<file path="config.mk">
export PLATFORM = sky130hd
export DESIGN_NAME = quadrature_decoder
export DESIGN_NICKNAME = d
export VERILOG_FILES = /design/src/rtl/quadrature_decoder.sv
export SDC_FILE = /design/constraint.sdc
export NUM_CORES = 1
export LEC_CHECK = 0
export CORE_ASPECT_RATIO = 0.5
export CORE_MARGIN = 2
export CORE_UTILIZATION = 57
export CTS_CLUSTER_DIAMETER = 30
export DETAILED_ROUTE_END_ITERATION = 6
export DONT_BUFFER_PORTS = 1
export PLACE_DENSITY = 0.85
export SYNTH_ARGS = -nofsm -noshare
export SYNTH_HDL_FRONTEND = slang
export SYNTH_SLANG_ARGS = --single-unit
</file>
<file path="constraint.sdc">
create_clock -name clk -period 2.7 [get_ports clk]
set_input_delay 0.81 -clock clk [delete_from_list [all_inputs] [get_ports clk]]
set_output_delay 0.81 -clock clk [all_outputs]
set_load 0.05 [all_outputs]
</file>
<file path="src/rtl/quadrature_decoder.sv">
`default_nettype none
// ============================================================================
//  Module   : quadrature_decoder
//  Purpose  : Quadrature encoder front end for one biped joint. The block
//             synchronises and glitch-filters the A/B channels and decodes
//             them at x1, x2 or x4 resolution. It keeps a signed position
//             counter that either wraps or saturates, flags illegal (two-bit)
//             transitions, and can optionally measure velocity as the net
//             count over a fixed window.
//  Revision : 1.0 - initial release
// ----------------------------------------------------------------------------
//  Ports
//    clk       in   1      single clock domain
//    reset     in   1      synchronous, active-high
//    quadA     in   1      encoder channel A (asynchronous)
//    quadB     in   1      encoder channel B (asynchronous)
//    zero      in   1      load position with PRESET
//    position  out  CNT_W  signed position
//    dir       out  1      sign of the last counted step (1 = forward)
//    step      out  1      one-cycle pulse per counted step
//    err       out  1      one-cycle pulse per illegal transition
//    err_cnt   out  8      illegal-transition count, saturates at 255
//    velocity  out  VEL_W  signed net count of the last completed window
//    vel_valid out  1      one-cycle pulse when velocity updates
// ----------------------------------------------------------------------------
//  Build option
//    QDEC_VELOCITY_EN : when defined, the velocity window logic is built.
//                       When undefined, velocity and vel_valid are tied to 0.
//  Legal MODE values are 1, 2 and 4; any other value decodes as x4.
// ============================================================================
module quadrature_decoder #(
    parameter int CNT_W      = 16,
    parameter int MODE       = 4,
    parameter int FILT_LEN   = 4,
    parameter int SATURATE   = 0,
    parameter int PRESET     = 0,
    parameter int VEL_W      = 12,
    parameter int VEL_WINDOW = 50000
) (
    input  logic                    clk,
    input  logic                    reset,
    input  logic                    quadA,
    input  logic                    quadB,
    input  logic                    zero,
    output logic signed [CNT_W-1:0] position,
    output logic                    dir,
    output logic                    step,
    output logic                    err,
    output logic [7:0]              err_cnt,
    output logic signed [VEL_W-1:0] velocity,
    output logic                    vel_valid
);

    localparam int               c_FCNT_W    = (FILT_LEN > 1) ? $clog2(FILT_LEN) : 1;
    localparam logic [c_FCNT_W-1:0] c_FCNT_LAST = c_FCNT_W'(FILT_LEN - 1);
    localparam logic [CNT_W-1:0] c_PRESET    = CNT_W'(PRESET);
    localparam logic [CNT_W-1:0] c_ONE       = CNT_W'(1);
    localparam logic [CNT_W-1:0] c_POS_MAX   = {1'b0, {(CNT_W-1){1'b1}}};
    localparam logic [CNT_W-1:0] c_POS_MIN   = {1'b1, {(CNT_W-1){1'b0}}};

    // Channel vectors are packed {A,B} throughout.
    logic [1:0]          r_s1;
    logic [1:0]          r_s2;
    logic [1:0]          r_filt;
    logic [1:0]          r_prev;
    logic [c_FCNT_W-1:0] r_fcnt [2];

    logic [CNT_W-1:0]    r_position;
    logic                r_dir;
    logic                r_step;
    logic                r_err;
    logic [7:0]          r_err_cnt;

    logic [1:0]          w_diff;
    logic                w_fwd;
    logic                w_illegal;
    logic                w_a_edge;
    logic                w_count;
    logic [CNT_W-1:0]    w_pos_next;

    // Two-flop synchroniser; deliberately not reset.
    always_ff @(posedge clk) begin
        r_s1 <= {quadA, quadB};
        r_s2 <= r_s1;
    end

    // Per-channel stability filter. During reset filt and prev follow s2 so
    // that releasing reset with the pins high does not look like a step.
    always_ff @(posedge clk) begin
        for (int i = 0; i < 2; i++) begin
            if (reset) begin
                r_filt[i] <= r_s2[i];
                r_fcnt[i] <= '0;
            end else if (r_s2[i] == r_filt[i]) begin
                r_fcnt[i] <= '0;
            end else if (r_fcnt[i] == c_FCNT_LAST) begin
                r_filt[i] <= r_s2[i];
                r_fcnt[i] <= '0;
            end else begin
                r_fcnt[i] <= r_fcnt[i] + 1'b1;
            end
        end
        r_prev <= reset ? r_s2 : r_filt;
    end

    // Forward successor in the 00 -> 10 -> 11 -> 01 -> 00 cycle.
    function automatic logic [1:0] fwd_next(input logic [1:0] ab);
        case (ab)
            2'b00:   fwd_next = 2'b10;
            2'b10:   fwd_next = 2'b11;
            2'b11:   fwd_next = 2'b01;
            default: fwd_next = 2'b00;
        endcase
    endfunction

    // In every mode the sign of a counted A transition matches its direction
    // in the forward cycle, so one forward test serves x1, x2 and x4.
    always_comb begin
        w_diff    = r_prev ^ r_filt;
        w_fwd     = (r_filt == fwd_next(r_prev));
        w_illegal = &w_diff;
        w_a_edge  = (w_diff == 2'b10);
        w_count   = 1'b0;
        if (MODE == 1) begin
            w_count = w_a_edge & r_filt[1];
        end else if (MODE == 2) begin
            w_count = w_a_edge;
        end else begin
            w_count = ^w_diff;
        end
    end

    always_comb begin
        w_pos_next = r_position;
        if (w_count) begin
            if (w_fwd) begin
                if (!((SATURATE != 0) && (r_position == c_POS_MAX))) begin
                    w_pos_next = r_position + c_ONE;
                end
            end else begin
                if (!((SATURATE != 0) && (r_position == c_POS_MIN))) begin
                    w_pos_next = r_position - c_ONE;
                end
            end
        end
    end

    always_ff @(posedge clk) begin
        if (reset) begin
            r_position <= c_PRESET;
            r_dir      <= 1'b0;
            r_step     <= 1'b0;
            r_err      <= 1'b0;
            r_err_cnt  <= 8'd0;
        end else begin
            r_step <= w_count;
            r_err  <= w_illegal;
            if (w_count) begin
                r_dir <= w_fwd;
            end
            // zero overrides the count but step/dir above still report it.
            r_position <= zero ? c_PRESET : w_pos_next;
            if (w_illegal && (r_err_cnt != 8'hFF)) begin
                r_err_cnt <= r_err_cnt + 8'd1;
            end
        end
    end

    assign position = r_position;
    assign dir      = r_dir;
    assign step     = r_step;
    assign err      = r_err;
    assign err_cnt  = r_err_cnt;

`ifdef QDEC_VELOCITY_EN
    localparam int               c_WIN_W    = $clog2(VEL_WINDOW);
    localparam logic [c_WIN_W-1:0] c_WIN_LAST = c_WIN_W'(VEL_WINDOW - 1);
    localparam logic [VEL_W-1:0] c_VEL_MAX  = {1'b0, {(VEL_W-1){1'b1}}};
    localparam logic [VEL_W-1:0] c_VEL_MIN  = {1'b1, {(VEL_W-1){1'b0}}};
    localparam logic [VEL_W:0]   c_D_POS    = (VEL_W+1)'(1);
    localparam logic [VEL_W:0]   c_D_NEG    = '1;

    logic [c_WIN_W-1:0] r_win;
    logic [VEL_W-1:0]   r_acc;
    logic [VEL_W-1:0]   r_velocity;
    logic               r_vel_valid;
    logic [VEL_W:0]     w_delta;
    logic [VEL_W:0]     w_sum;
    logic [VEL_W-1:0]   w_sat;

    // One guard bit holds the exact sum; the top two bits disagree only when
    // the result has left the VEL_W range, and the guard bit gives its sign.
    always_comb begin
        w_delta = '0;
        if (w_count) begin
            w_delta = w_fwd ? c_D_POS : c_D_NEG;
        end
        w_sum = {r_acc[VEL_W-1], r_acc} + w_delta;
        w_sat = w_sum[VEL_W-1:0];
        if (w_sum[VEL_W] != w_sum[VEL_W-1]) begin
            w_sat = w_sum[VEL_W] ? c_VEL_MIN : c_VEL_MAX;
        end
    end

    always_ff @(posedge clk) begin
        if (reset) begin
            r_win       <= '0;
            r_acc       <= '0;
            r_velocity  <= '0;
            r_vel_valid <= 1'b0;
        end else if (r_win == c_WIN_LAST) begin
            r_win       <= '0;
            r_acc       <= '0;
            r_velocity  <= w_sat;
            r_vel_valid <= 1'b1;
        end else begin
            r_win       <= r_win + 1'b1;
            r_acc       <= w_sat;
            r_vel_valid <= 1'b0;
        end
    end

    assign velocity  = r_velocity;
    assign vel_valid = r_vel_valid;
`else
    // VEL_WINDOW is always at least 2, so this comparison is constant 0.
    assign velocity  = '0;
    assign vel_valid = (VEL_WINDOW < 0);
`endif

endmodule
`default_nettype wire
</file>
==> qor.json <==
{
  "timing": {
    "final.setup_skew_ps": 8.84,
    "final_critical_path_share_of_the_clock_period_pct": 105,
    "final.hold.worst_slack_ps": 336,
    "slew_headroom_pct": 52.5,
    "rsz0062_at_grt": "true",
    "timing.final.crit_period_ps": 2840,
    "worst_slew_pin_slew_ps": 710,
    "finalMaxSlewViolations": 0,
    "finalWorstSetupSlack_ps": -136,
    "achievable-frequency_ghz": 0.353,
    "hold_viol": 0,
    "timing.final.setup_violations": 5
  },
  "die": {
    "io-pin-count": 45,
    "floorplan.rows": 16,
    "initial_util_pct": 60.6,
    "core_area_um2": 3980,
    "die_height_um": 50.0,
    "horizontal_die_dimension_um": 96.1,
    "fp.dieArea_um2": 4810
  },
  "finish": {
    "final_nets": 355,
    "syn_to_final_growth_pct": 28.3,
    "insertedDiodeCount": 0,
    "post_route_cells_drive_above_1_share_pct": 30.2,
    "final_cell_count_no_fill": 385
  },
  "worst_hold_path": {
    "min_to": "r_s2[1]",
    "min_path_cells": 0,
    "timing.hold.worst.class": "reg2reg",
    "holdCritStartpoint": "r_s1[1]"
  },
  "global_routing": {
    "grt_overflow": 0,
    "grt_start_max_net_pins": 22,
    "antenna_found_initial": 0,
    "grt_pass1_wl_um": 11000,
    "vias_in_the_first_global_route": 2350,
    "global_route.usage.total_pct": 30.5
  },
  "critical_path": {
    "crit_path_start_kind": "flip-flop",
    "worstSetupEndpointType": "flip-flop",
    "crit_arrival_ps": 3020,
    "reg2reg_from": "r_filt[1]",
    "crit_type": "reg2reg",
    "worst_ep_required_time_ps": 2880,
    "r2r_cells": 12,
    "endpoint_of_the_worst_register_to_register_path": "position[12]",
    "critical_path.max_fanout": 8,
    "reg2reg_setup_slack_ps": -140
  },
  "yosys": {
    "number_of_flops_mapped_to_enable_cells_by_yosys": 6,
    "synth_common_cells": "33 x sky130_fd_sc_hd__dfxtp_1, 32 x sky130_fd_sc_hd__nor2_1, 21 x sky130_fd_sc_hd__nand2_1",
    "synth-compound-area-share_pct": 17.7,
    "syn_area_per_cell_um2": 8.66,
    "synth_mux_area_share_pct": 3.00,
    "synth_seq_area_share_pct": 34.8,
    "total_standard_cell_area_after_synthesis_um2": 2420,
    "synth-seq-cells": 39,
    "postSynthCellCount": 279,
    "post_synth_and_or_nand_nor_area_fraction_pct": 19.5,
    "dominantRegCellSynth": "sky130_fd_sc_hd__dfxtp_1",
    "post_synthesis_adder_cell_area_fraction_pct": 10.7,
    "synth_most_common_cell": "sky130_fd_sc_hd__dfxtp_1",
    "synth_cell_type_count": 54,
    "largest_area_contributor_in_the_synthesized_netlist": "sky130_fd_sc_hd__dfxtp_1",
    "synth_top_family_by_area": "simple AND/OR/NAND/NOR gates",
    "ys_async_sr_fraction_pct": 0,
    "netlist_top_cells_area": "sky130_fd_sc_hd__dfxtp_1 27%, sky130_fd_sc_hd__ha_1 9.8%, sky130_fd_sc_hd__edfxtp_1 7.5%",
    "synth_top_area_share_pct": 27.3,
    "ys_warn_count": 0,
    "post_synth_xor_area_fraction_pct": 6.16
  },
  "clocking": {
    "numCtsBuffers": 5,
    "clk_latency_ps": 310,
    "hold_buffers": 0,
    "cts_tree": "yes",
    "numClockSinks": 39,
    "cts.reportedPaths.clkPinSlew_ps": 90,
    "cts_max_level": 2,
    "cts-root-to-sink-buffers": 2,
    "ctsRootBufferMaster": "sky130_fd_sc_hd__clkbuf_8"
  },
  "drt": {
    "detailedRoute.firstIterationViolations": 235,
    "dr_total_vias": 2480,
    "route.detailed.wl_per_inst_um": 19.2,
    "length_of_the_first_detailed_routing_pass_in_iterations": 6,
    "viasPerCell": 6.44,
    "ant_nets": 0,
    "wl_um": 7410,
    "number_of_design_rule_violations_left_after_detail_routing": 0
  },
  "job": {
    "cap_viol_max_count": 0
  },
  "power": {
    "leakage_power_total_nw": 1.32,
    "total_power_mw": 2.79,
    "vdd_drop_max_v": 0.000397,
    "power_density_nw_per_um2": 901
  },
  "placed_design": {
    "port-buffer-count": 0,
    "dp_hpwl_um": 4280,
    "numPlacedInstances": 360,
    "place.gp.congestion": 0.995
  },
  "outcome": {
    "failed_checks": "setup timing",
    "status": "finished, violations left"
  }
}
-- metrics by stage --
| stage | area (um2) | setup slack, ps | util (%) | setup TNS (ps) |
|---|---|---|---|---|
| after floorplan | 2470 | 16.8 | - | 0 |
| after global placement | 2670 | 45.0 | 67.1 | 0 |
| after detailed placement | 2670 | -83.3 | 67.1 | -157 |
| after CTS | 3000 | 1.36 | 75.2 | 0 |
| after global routing | 3100 | -203 | 77.8 | -925 |
| final | 3100 | -136 | 77.8 | -515 |
-- layer usage --
layer	up-vias	global-route usage, %	wire length, um
met3	66	8.56	894
li1	1064	-	-
met2	213	51.7	3370
met4	0	18.1	466
met5	-	0	0
met1	1137	34.1	2680
-- sequential cells by signal (all words and copies together), names as in the netlist --
register	flops
err	1
r_filt	2
dir	1
step	1
err_cnt	8
r_s1	2
r_s2	2
position	16
r_prev	2
r_fcnt	4
-- worst max-delay path by stage --
stage / startpoint / to / slack, ps / cells after the start
3_5_place_dp: r_filt[0] / position[13] / -80 / 11
6_report: r_filt[1] / position[12] / -140 / 12
2_1_floorplan: position[0] / position[12] / 20 / 9
3_3_place_gp: r_filt[0] / position[13] / 40 / 11
4_1_cts: r_filt[0] / position[11] / 1 / 11
5_1_grt: r_filt[1] / position[12] / -200 / 12
-- layout by cell type, fill, tap and decap left out, types with 7 or more instances in the layout --
cell type,n
sky130_fd_sc_hd__inv_1,9
sky130_fd_sc_hd__xnor2_1,7
sky130_fd_sc_hd__nor2_1,31
sky130_fd_sc_hd__a21oi_1,12
sky130_fd_sc_hd__nor3_1,9
sky130_fd_sc_hd__nand2_1,21
sky130_fd_sc_hd__buf_4,51
sky130_fd_sc_hd__nand3_1,8
sky130_fd_sc_hd__dfxtp_1,33
sky130_fd_sc_hd__xor2_1,8
sky130_fd_sc_hd__conb_1,17
sky130_fd_sc_hd__ha_1,11
-- worst max-delay path, stage by stage, from the launching register on --
cell and delay [ps]:
sky130_fd_sc_hd__edfxtp_1 440, sky130_fd_sc_hd__xnor2_2 170, sky130_fd_sc_hd__nor2_4 230, sky130_fd_sc_hd__clkinvlp_4 260, sky130_fd_sc_hd__buf_6 180, sky130_fd_sc_hd__ha_4 230, sky130_fd_sc_hd__buf_4 180, sky130_fd_sc_hd__a21oi_2 190
sky130_fd_sc_hd__o21bai_1 100, sky130_fd_sc_hd__a21oi_1 240, sky130_fd_sc_hd__nor2_1 80, sky130_fd_sc_hd__a31oi_1 250, sky130_fd_sc_hd__a41oi_2 150
-- area by class of cell --
class	instances	area (um2)
clock inverter	3	46.3
timing repair buffer	53	405
tap	54	67.6
multi-input combinational	219	1620
timing repair inverter	1	7.51
sequential	39	841
clock buffer	5	68.8
fill	230	883
inverter	11	43.8
-- what timing repair did --
item	in CTS	in global routing
setup endpoints to repair	5	10
endpoints found under the hold margin	0	0
gates resized for setup	18	16
gates cloned	1	0
buffers inserted	11	5
pin swaps	12	6
-- cells by family (layout without fill, tap and decap cells) --
family,Yosys count,in the layout
AND/OR/NAND/NOR,97,97
XOR/XNOR,17,17
multiplexers,7,7
AO/OA/AOI/OAI,61,61
buffers and inverters,36,73
flip-flops,39,39
other,2,17
adder cells (fa/ha/maj),20,20
-- report_power, final --
| part | internal, mW | switching (mW) | leakage [nW] |
|---|---|---|---|
| Clock | 0.279 | 0.244 | 0.0548 |
| Combinational | 0.625 | 0.881 | 0.934 |
| Sequential | 0.653 | 0.111 | 0.332 |
Power figures use the tool's default switching activity.
